## src/rtl/cnn_loop_counter.sv

```systemverilog
// -----------------------------------------------------------------------------
// cnn_loop_counter
// Nested loop counter for CNN address generation. DIMS_P cascaded levels,
// level 0 innermost. Each level has a trip count (limit) and a stride that
// are latched on an accepted start. Every enabled step advances level 0.
// A level advances only when all inner levels are on their final iteration.
//
// Ports
//   clk_i     rising-edge clock
//   reset_i   asynchronous active-high reset
//   start_i   latch limit_i/stride_i and begin iterating (IDLE only)
//   limit_i   per-level trip count, level k at [k*WIDTH_P +: WIDTH_P]
//   stride_i  per-level index increment, same packing
//   en_i      advance one step (RUN only)
//   busy_o    high while iterating
//   idx_o     per-level index = iteration * stride mod 2^WIDTH_P
//   last_o    level k is on its final iteration (RUN only)
//   wrap_o    pulse: level k wrapped on the previous step
//   done_o    pulse: the previous step was the final one
//   err_o     pulse: start rejected because some limit was zero
// -----------------------------------------------------------------------------
module cnn_loop_counter #(
    parameter int DIMS_P  = 3,
    parameter int WIDTH_P = 8
) (
    input  logic                       clk_i,
    input  logic                       reset_i,
    input  logic                       start_i,
    input  logic [DIMS_P*WIDTH_P-1:0]  limit_i,
    input  logic [DIMS_P*WIDTH_P-1:0]  stride_i,
    input  logic                       en_i,
    output logic                       busy_o,
    output logic [DIMS_P*WIDTH_P-1:0]  idx_o,
    output logic [DIMS_P-1:0]          last_o,
    output logic [DIMS_P-1:0]          wrap_o,
    output logic                       done_o,
    output logic                       err_o
);

    typedef enum logic [0:0] {
        ST_IDLE = 1'b0,
        ST_RUN  = 1'b1
    } state_t;

    state_t                      state_r;
    logic [DIMS_P*WIDTH_P-1:0]   limit_r;
    logic [DIMS_P*WIDTH_P-1:0]   stride_r;
    logic [DIMS_P*WIDTH_P-1:0]   cnt_r;
    logic [DIMS_P*WIDTH_P-1:0]   idx_r;
    logic [DIMS_P-1:0]           wrap_r;
    logic                        done_r;
    logic                        err_r;

    logic                        run_s;
    logic [DIMS_P-1:0]           last_s;
    logic [DIMS_P-1:0]           adv_s;
    logic                        carry_s;
    logic                        final_s;

    // True when any level's trip count field is zero (such a config cannot run).
    function automatic logic any_limit_zero(input logic [DIMS_P*WIDTH_P-1:0] lim);
        logic z;
        z = 1'b0;
        for (int k = 0; k < DIMS_P; k++) begin
            z = z | (lim[k*WIDTH_P +: WIDTH_P] == {WIDTH_P{1'b0}});
        end
        return z;
    endfunction

    // Last flags and the carry chain: a level advances when every inner level is last.
    always_comb begin
        run_s   = (state_r == ST_RUN);
        last_s  = '0;
        adv_s   = '0;
        carry_s = en_i & run_s;
        for (int k = 0; k < DIMS_P; k++) begin
            last_s[k] = run_s &
                        (cnt_r[k*WIDTH_P +: WIDTH_P] ==
                         (limit_r[k*WIDTH_P +: WIDTH_P] - WIDTH_P'(1)));
            adv_s[k]  = carry_s;
            carry_s   = carry_s & last_s[k];
        end
        // Carry out of the outermost level marks the final step of the nest.
        final_s = carry_s;
    end

    // Control FSM, per-level counters/indices and the pulse outputs.
    always_ff @(posedge clk_i or posedge reset_i) begin
        if (reset_i) begin
            state_r  <= ST_IDLE;
            limit_r  <= '0;
            stride_r <= '0;
            cnt_r    <= '0;
            idx_r    <= '0;
            wrap_r   <= '0;
            done_r   <= 1'b0;
            err_r    <= 1'b0;
        end else begin
            wrap_r <= '0;
            done_r <= 1'b0;
            err_r  <= 1'b0;
            case (state_r)
                ST_IDLE: begin
                    if (start_i) begin
                        if (any_limit_zero(limit_i)) begin
                            err_r <= 1'b1;
                        end else begin
                            limit_r  <= limit_i;
                            stride_r <= stride_i;
                            cnt_r    <= '0;
                            idx_r    <= '0;
                            state_r  <= ST_RUN;
                        end
                    end
                end
                ST_RUN: begin
                    for (int k = 0; k < DIMS_P; k++) begin
                        if (adv_s[k]) begin
                            if (last_s[k]) begin
                                cnt_r[k*WIDTH_P +: WIDTH_P] <= '0;
                                idx_r[k*WIDTH_P +: WIDTH_P] <= '0;
                                wrap_r[k]                   <= 1'b1;
                            end else begin
                                cnt_r[k*WIDTH_P +: WIDTH_P] <= cnt_r[k*WIDTH_P +: WIDTH_P] + WIDTH_P'(1);
                                idx_r[k*WIDTH_P +: WIDTH_P] <= idx_r[k*WIDTH_P +: WIDTH_P] +
                                                               stride_r[k*WIDTH_P +: WIDTH_P];
                            end
                        end
                    end
                    if (final_s) begin
                        done_r  <= 1'b1;
                        state_r <= ST_IDLE;
                    end
                end
                default: begin
                    state_r <= ST_IDLE;
                end
            endcase
        end
    end

    assign busy_o = run_s;
    assign idx_o  = idx_r;
    assign last_o = last_s;
    assign wrap_o = wrap_r;
    assign done_o = done_r;
    assign err_o  = err_r;

endmodule

```

## config.mk

```make
export PLATFORM = sky130hd
export DESIGN_NAME = cnn_loop_counter
export DESIGN_NICKNAME = d
export VERILOG_FILES = /design/src/rtl/cnn_loop_counter.sv
export SDC_FILE = /design/constraint.sdc
export NUM_CORES = 1
export LEC_CHECK = 0
export CELL_PAD_IN_SITES_DETAIL_PLACEMENT = 1
export CELL_PAD_IN_SITES_GLOBAL_PLACEMENT = 1
export CORE_ASPECT_RATIO = 1.2
export CORE_MARGIN = 4
export CORE_UTILIZATION = 40
export CTS_BUF_LIST = sky130_fd_sc_hd__clkbuf_4
export CTS_CLUSTER_DIAMETER = 120
export DETAILED_ROUTE_END_ITERATION = 12
export PLACE_DENSITY = 0.87
export SETUP_SLACK_MARGIN = 0.4
export SLEW_MARGIN = 20
export SYNTH_ARGS = -nofsm -noshare
export SYNTH_HDL_FRONTEND = slang
export SYNTH_SLANG_ARGS = --single-unit
```

## constraint.sdc

```tcl
create_clock -name clk_i -period 3.29 [get_ports clk_i]
set_input_delay 0.8225 -clock clk_i [delete_from_list [all_inputs] [get_ports clk_i]]
set_output_delay 0.8225 -clock clk_i [all_outputs]
set_load 0.01 [all_outputs]
```

==> impl_metrics.yaml, run 1 <==
synth:
  ys_seq_area_share_pct: 45.7
  synth_async_sr_flop_share_pct: 100
  syn-num-nets: 615
  synth_cells: 533
  synth_edf_count: 0
  synth_top_flop_cell: "dfrtp_1"
  syn_avg_cell_area_um2: 10.4
  ys_warn_count: 0
  synth_top_area_share_pct: 45.7
  synth_seq_cells: 101
  synth_area_mm2: 0.00554
  yosys-top-cells-area: "dfrtp_1, mux2_2, ha_1"
  synth_top_cell_by_area: "dfrtp_1"
  synth_cell_types: 53
cts:
  clkTransAtPathRegs_ps: 160
  cts.htree.levels: 3
  clock_sinks: 101
  ctsHoldBuffers: 0
  cts_buffers: 9
  insertion_delay_ps: 500
  root_buffer: "clkbuf_4"
  cts_tree: "done"
  cts_max_path_buffers: 2
finish:
  synthToLayoutAreaGrowth_pct: 35.5
  final_cells: 836
  final_cell_mix: "dfrtp_1, clkdlybuf4s50_1, nand2_1, mux2_2, buf_4"
  num-fill-cells: 1432
  final_common_cell: "dfrtp_1"
  layout.nets: 746
  drive_above_1_share_pct: 28.6
  num_antenna_cells: 0
  register_area_mm2: 0.00253
  multi_input_area_mm2: 0.00324
grt:
  overflow: 0
  grt_usage_pct: 20.3
  met2_usage_pct: 35.5
  busiest_layer: "met2"
  use_met3_pct: 4.60
  grt_max_degree: 102
  antenna_found_initial: 0
  grt_pass1_wl_um: 25300
  grt_pass1_vias: 5069
  grtUsageMet1_pct: 24.5
critical_path:
  crit_type: "reg2out"
  cp.arrival_ps: 2480
  rr_worst_depth: 15
  regToRegSetupSlack_ps: 220
  reg2reg_from: "limit_r[3]"
  timing.rr.end: "cnt_r[13]"
  start_kind: "register"
  end_kind: "output pin"
  worst-endpoint-required_ps: 2470
  path_max_fanout: 4
flow_run:
  maxCapViolations: 0
hold_path:
  worstHoldEndpoint: "cnt_r[7]"
  hold_path_class: "reg2reg"
  hold_start: "cnt_r[7]"
  whs_path_depth: 1
timing:
  hold_slack_ps: 521
  skew_ps: 27.6
  final-hold-violation-count: 0
  tightest_slew_ps: 964
  rsz0062_at_grt: "yes"
  setup_slack_ps: -16.7
  fmax_mhz: 302
  setup_viol: 1
  period_share_pct: 101
  drv_slew: 0
  max_slew_margin_pct: 35.7
  finalCriticalPeriod_ps: 3310
pwr:
  powerDensity_mw_per_mm2: 327
  leakagePower_nw: 3.47
  power_w: 0.00245
  vdd_drop_max_v: 0.000217
die:
  die_h_um: 137
  dieArea_mm2: 0.0158
  io_pins: 85
  die_w_um: 115
  rows: 46
  core-area_mm2: 0.0134
  start_util_pct: 41.3
placement:
  gp_congestion: 0.818
  io_buffers: 84
  place_inst: 786
  hpwl_um: 11000
drt:
  routedWlPerCell_um: 19.6
  drt_iter0_markers: 179
  num_vias: 4614
  routed_wl_um: 16400
  ant_nets: 0
  via_per_inst: 5.52
  first_pass_iters: 4
  drc: 0
run_status:
  violations: "setup timing"
  status: "finished with violations"
==> metrics by stage <==
step	area, um2	worst slack [ps]	TNS, ps	util (%)
global placement	6690	96.9	0	49.9
detailed placement	6690	61.4	0	49.9
CTS	7040	12.3	0	52.5
finish	7500	-16.7	-16.7	55.9
global route	7500	-101	-101	55.9
floorplan	5540	682	0	-
==> worst max-delay path, stage by stage, from the launching register on <==
cell	delay, ps
dfrtp_1	420
or3_4	430
buf_6	140
o31a_1	250
buf_4	140
nor4_4	270
nor3_2	100
nor2_2	110
buf_2	140
==> power by group <==
part	internal [W]	switching, W
registers	0.00129	0.0000736
logic	0.000256	0.000233
clock network	0.000173	0.000426
==> layer usage <==
layer	part of all wire [%]	vias to the layer above	wire length, um
met2	53	86	8670
li1	-	2145	-
met1	41	2358	6760
met4	2.0	0	336
met3	4.0	25	660
met5	0	-	0
==> synthesized netlist by cell type (all sizes together) (4+ instances only) <==
cell and n:
nor2 28, nand3 10, nand2 51, o21ai 43
clkbuf 13, nor3 10, xnor2 35, a22o 12
ha 27, nor4 13, a21oi 25, o22ai 5
a21o 6, o21bai 8, inv 28, and3 9
mux2 42, o2111ai 4, xor2 20, dfrtp 101
==> state kept, by name, indices dropped and copies added (netlist names) <==
name and count:
cnt_r 24, idx_o 24, limit_r 24, stride_r 24, wrap_o 2, busy_o 1
done_o 1, err_o 1
==> worst max path at each step <==
stage	start	endpoint	slack [ps]
2_1_floorplan	limit_r[3]	last_o[0]	680
3_3_place_gp	limit_r[3]	last_o[0]	100
3_5_place_dp	limit_r[3]	last_o[0]	60
4_1_cts	limit_r[2]	last_o[0]	10
5_1_grt	limit_r[1]	last_o[0]	-100
6_report	limit_r[3]	last_o[0]	-20
==> what timing repair did <==
item	CTS	global route
pin swaps	20	27
gates cloned	0	4
setup buffers	17	14
resized for setup	41	91
hold endpoints to repair	0	0
endpoints found under the setup margin	11	35
==> cell type report <==
| type | count | area share [%] |
|---|---|---|
| clock buffer | 12 | 1.20 |
| clock inverter | 3 | 0.184 |
| timing repair buffer | 135 | 17.4 |
| tap | 168 | 2.80 |
| sequential | 101 | 33.7 |
| multi-input combinational | 389 | 43.3 |
| inverter | 28 | 1.45 |
==> cells by family after synthesis <==
kind of cell	synth area share (%)
AOI/OAI and AO/OA	13.5
xor gates and xnor gates	8.70
adders and majority gates	7.19
buffers and inverters	3.14
DFF	45.7
muxes	8.54
and+or+nand+nor	13.2
Power figures use the tool's default switching activity.
==> inputs of run 2 (changes only) <==
--- a/config.mk
+++ b/config.mk
@@ -9,11 +9,10 @@
 export CELL_PAD_IN_SITES_GLOBAL_PLACEMENT = 1
 export CORE_ASPECT_RATIO = 1.2
 export CORE_MARGIN = 4
-export CORE_UTILIZATION = 40
-export CTS_BUF_LIST = sky130_fd_sc_hd__clkbuf_4
+export CORE_UTILIZATION = 38
 export CTS_CLUSTER_DIAMETER = 120
 export DETAILED_ROUTE_END_ITERATION = 12
-export PLACE_DENSITY = 0.87
+export PLACE_DENSITY = 0.84
 export SETUP_SLACK_MARGIN = 0.4
 export SLEW_MARGIN = 20
 export SYNTH_ARGS = -nofsm -noshare
==> run 2 against run 1 <==
Against the previous run: the run now ends clean; maximum frequency up 10%; total power up 12%; sequential power about the same; setup slack better by 300 ps; highest routed layer unchanged.
==> impl_metrics.yaml, run 2 (synthesized netlist as in run 1, its figures left out) <==
pwr:
  swShare_pct: 26.5
  leakagePower_nw: 3.42
  power.internal_w: 0.00201
  seq_power_share_pct: 49.4
  pwr-share-clk_pct: 34.9
  switchingPower_w: 0.000726
  powerDensity_mw_per_mm2: 374
  p_comb_share_pct: 15.6
  vdd_drop_max_v: 0.000275
drt:
  routed_wl_um: 15200
  routedWlPerCell_um: 18.4
  ant_nets: 0
  drt_iter0_markers: 232
  via_per_inst: 5.38
  drc: 0
  first_pass_iters: 6
  num_vias: 4452
timing:
  hold_slack_ps: 513
  setup_tns_ps: 0
  rsz0062_at_grt: "yes"
  final-hold-violation-count: 0
  drv_slew: 0
  fmax_mhz: 333
  tightest_slew_ps: 833
  period_share_pct: 91.3
  skew_ps: 14.7
  setup_viol: 0
  finalCriticalPeriod_ps: 3000
  max_slew_margin_pct: 44.4
flow_run:
  maxCapViolations: 0
die:
  start_util_pct: 38.6
  rows: 48
  dieArea_mm2: 0.0166
  io_pins: 85
  die_w_um: 118
  core-area_mm2: 0.0144
  die_h_um: 140
finish:
  drive_above_1_share_pct: 21.1
  fin_util_pct: 51.0
  synthToLayoutAreaGrowth_pct: 32.2
  final_cell_mix: "dfrtp_1, clkdlybuf4s50_1, nand2_1, mux2_2, o21ai_0"
  num_antenna_cells: 0
  layout.nets: 732
  final_cell_area_mm2: 0.00732
  num-fill-cells: 1560
  final_common_cell: "dfrtp_1"
critical_path:
  worst-endpoint-required_ps: 2470
  end_kind: "output pin"
  regToRegSetupSlack_ps: 370
  crit_type: "reg2out"
  start_kind: "register"
  path_max_fanout: 5
  cp.arrival_ps: 2180
cts:
  root_buffer: "clkbuf_16"
  cts.htree.levels: 3
  ctsHoldBuffers: 0
  insertion_delay_ps: 350
  cts_buffers: 9
  clock_sinks: 101
  clkTransAtPathRegs_ps: 60
  cts_max_path_buffers: 2
  cts_tree: "done"
placement:
  placed_area_mm2: 0.00669
  hpwl_um: 10900
  io_buffers: 84
  gp_congestion: 0.863
grt:
  grt_max_degree: 102
  grt_pass1_wl_um: 25100
  grt_pass1_vias: 4943
  overflow: 0
  grt_usage_pct: 18.8
  antenna_found_initial: 0
hold_path:
  hold_path_class: "reg2reg"
run_status:
  status: "completed"
[run 2: cell types whose count changed in the layout (fill, tap and decap cells not counted), sizes merged]
| cell | previous run | this run |
|---|---|---|
| clkinvlp | 1 | 3 |
| buf | 54 | 39 |
| clkinv | 3 | 1 |
| clkbuf | 12 | 13 |
| nor2 | 29 | 28 |
| dlymetal6s2s | 0 | 1 |
| inv | 27 | 26 |
[run 2: metal layers]
metal,GRT usage [%],vias up,part of all wire (%)
met5,0,-,0
met4,6.79,0,2.2
met3,3.92,21,3.8
met2,34.0,80,52
met1,22.0,2227,42
li1,-,2124,-
[run 2: power by group through the flow]
| stage | Clock, W | Combinational [W] | Sequential (W) |
|---|---|---|---|
| finish | 0.000957 | 0.000428 | 0.00135 |
| global route | 0.00103 | 0.000468 | 0.00136 |
| CTS | 0.000980 | 0.000404 | 0.00135 |
| detailed placement | 0 | 0.000380 | 0.00138 |
| global placement | 0 | 0.000364 | 0.00137 |
| floorplan | 0 | 0.000222 | 0.00136 |
[run 2: per-stage QoR]
step                      total power [W]  setup WS, ps  instances
after floorplan                   0.00158           682        533
after global placement            0.00174           133        791
after detailed placement          0.00176          51.2        791
after CTS                         0.00274           209        819
after global routing              0.00286           217        828
final                             0.00274           286        828
[run 2: path summary, 6_finish.rpt]
path	to	from	cells after the start
max reg2reg	idx_o[15]	limit_r[2]	11
min in group asynchronous	idx_o[8]	reset_i	3
max	last_o[0]	limit_r[2]	6
min	stride_r[4]	stride_r[4]	1
min reg2reg	stride_r[4]	stride_r[4]	1
max in group asynchronous	limit_r[1]	reset_i	3
[run 2: critical path, stage by stage, from the launching register on]
cell and delay (ps):
dfrtp_1 390, or3_4 430, or4b_4 500, nor4_2 180, nor3_2 100, nor2_2 100, buf_2 130
[run 2: timing repair]
action	CTS	global route
setup endpoints to repair	11	34
resized for setup	30	31
cloned	0	2
setup buffers	14	7
pin swaps	11	8
[run 2: cell type report]
cell class                 count  area [um2]  area share, %
multi-input combinational    388        3020           41.2
clock buffer                  12         236           3.23
tap                          175         219           2.99
timing repair buffer         122        1190           16.3
sequential                   101        2530           34.6
inverter                      28         113           1.54
clock inverter                 2        12.5          0.171
==> inputs of run 3 (changes only) <==
--- a/config.mk
+++ b/config.mk
@@ -18,3 +18,4 @@
 export SYNTH_ARGS = -nofsm -noshare
 export SYNTH_HDL_FRONTEND = slang
 export SYNTH_SLANG_ARGS = --single-unit
+export TNS_END_PERCENT = 1
==> constraint.sdc (replaced) <==
create_clock -name clk_i -period 2.4 [get_ports clk_i]
set_input_delay 0.6 -clock clk_i [delete_from_list [all_inputs] [get_ports clk_i]]
set_output_delay 0.6 -clock clk_i [all_outputs]
set_load 0.01 [all_outputs]
==> run 3 against run 2 <==
Against the previous run: the run now ends with setup timing left; total power rose by 59%; register-to-register slack got worse by 850 ps; first-iteration DRC count fell by 6.5%; sequential cell count did not move; via count rose by 8.2%; non-clock buffer count rose by 54; design area rose by 7.8%; clock power rose by 83%; combinational power rose by 77%; worst hold slack improved by 3.9 ps; critical path type is now reg2reg; largest cell class unchanged.
==> impl_metrics.yaml, run 3 (synthesized netlist as in run 1, its figures left out) <==
grt:
  grt_pass1_vias: 5580
  antenna_found_initial: 0
  grt_usage_pct: 21.8
  grt_pass1_wl_um: 28900
  overflow: 0
  grt_max_degree: 45
placement:
  hpwl_um: 12700
  placed_area_mm2: 0.00725
  io_buffers: 84
  gp_congestion: 0.841
critical_path:
  crit_type: "reg2reg"
  reg2reg_from: "limit_r[2]"
  crit_buf_inv: 1
  timing.rr.end: "idx_o[15]"
  worst-endpoint-required_ps: 2690
  regToRegSetupSlack_ps: -480
  rr_worst_depth: 9
  crit_path_max_incr_delay_ps: 520
  start_kind: "register"
  crit_family: "simple AND/OR/NAND/NOR gates"
  worstPathCellList: "or3_4 > or4b_4 > nor4_4 > nor3_4 > buf_4 > nor3_4 > nor2_1 > or4_1 > o21ai_0"
  cp.arrival_ps: 3170
  cp_slowest_cell: "or4_1"
  crit_path_frequent_cell: "nor3_4"
  path_max_fanout: 4
  end_kind: "register"
timing:
  finalCriticalPeriod_ps: 2880
  rsz0062_at_grt: "yes"
  period_share_pct: 120
  max_slew_margin_pct: 68.8
  fmax_mhz: 347
  tightest_slew_ps: 467
  setup_viol: 54
  skew_ps: 15.0
  setup_slack_ps: -483
  final-hold-violation-count: 0
  drv_slew: 0
drt:
  drt_iter0_markers: 217
  drc: 0
  via_per_inst: 5.45
  ant_nets: 0
  num_vias: 4816
  routedWlPerCell_um: 20.2
  routed_wl_um: 17900
  first_pass_iters: 4
hold_path:
  worstHoldEndpoint: "stride_r[16]"
  hold_start: "stride_r[16]"
  hold_path_class: "reg2reg"
  whs_path_depth: 1
cts:
  cts_max_path_buffers: 2
  clock_sinks: 101
  clkTransAtPathRegs_ps: 70
  ctsHoldBuffers: 0
  insertion_delay_ps: 360
  root_buffer: "clkbuf_16"
  cts.htree.levels: 3
  cts_tree: "done"
  cts_buffers: 9
flow_run:
  maxCapViolations: 0
finish:
  final_cell_mix: "dfrtp_1, buf_4, clkdlybuf4s50_1, nand2_1, mux2_2"
  layout.nets: 786
  num_antenna_cells: 0
  final_cell_area_mm2: 0.00789
  drive_above_1_share_pct: 28.9
  fin_util_pct: 55.0
  final_common_cell: "dfrtp_1"
  synthToLayoutAreaGrowth_pct: 42.5
die:
  io_pins: 85
  die_h_um: 140
  core-area_mm2: 0.0144
  rows: 48
  start_util_pct: 38.6
  die_w_um: 118
  dieArea_mm2: 0.0166
run_status:
  status: "finished with violations"
  violations: "setup timing"
pwr:
  powerDensity_mw_per_mm2: 551
  vdd_drop_max_v: 0.000257
  leakagePower_nw: 3.78
## run 3: changes by cell type in the layout (fill, tap and decap cells not counted), moves of 8 or more
cell / delta
buf_4: +54
clkdlybuf4s50_1: -21
dlygate4sd2_1: +21
mux2_2: -8
mux2_4: +8
o21ai_0: -8
o21ai_1: +8
## run 3: routing by layer
layer  vias up  GRT usage (%)  wire length [um]
li1       2228              -                 -
met1      2446           23.0              6750
met2       107           42.0             10100
met3        35           4.48               623
met4         0           8.40               431
met5         -              0                 0
## run 3: cell type report
| class | instances | area, um2 |
|---|---|---|
| clock inverters | 6 | 115 |
| clock buffers | 10 | 239 |
| well taps | 175 | 219 |
| inverters | 28 | 109 |
| fillers | 1525 | 6470 |
| repair buffers | 176 | 1570 |
| multi-input cells | 388 | 3110 |
| flip-flops and latches | 101 | 2530 |
## run 3: repair_timing
action / 4_1_cts / 5_1_grt
pin swaps: 20 / 16
resized for setup: 82 / 25
endpoints found under the setup margin: 104 / 107
buffers inserted: 2 / 1
gates cloned: 0 / 0
## run 3: power by group
group | internal (W) | total [W] | switching, W
combinational | 0.000385 | 0.000758 | 0.000373
sequential | 0.00176 | 0.00183 | 0.0000705
clock | 0.00106 | 0.00175 | 0.000696
## run 3: per-stage QoR
step / setup WS, ps / cells / TNS, ps / total power (W) / hold slack, ps
after CTS: -427 / 883 / -11210 / 0.00434 / 519
after global placement: -488 / 865 / -35030 / 0.00249 / 495
final: -483 / 884 / -17010 / 0.00434 / 517
after detailed placement: -601 / 865 / -36950 / 0.00254 / 503
after floorplan: -83.1 / 533 / -651 / 0.00217 / 471
after global routing: -508 / 884 / -20500 / 0.00452 / 533
## run 3: how the worst max path moves through the flow
stage                from         to  slack (ps)  cells after the start
2_1_floorplan  limit_r[3]  idx_o[15]         -80                      8
3_3_place_gp   limit_r[3]  last_o[0]        -490                      6
3_5_place_dp   limit_r[0]  last_o[0]        -600                      8
4_1_cts        limit_r[3]  last_o[0]        -430                      6
5_1_grt        limit_r[2]  cnt_r[14]        -510                     11
6_report       limit_r[2]  idx_o[15]        -480                      9
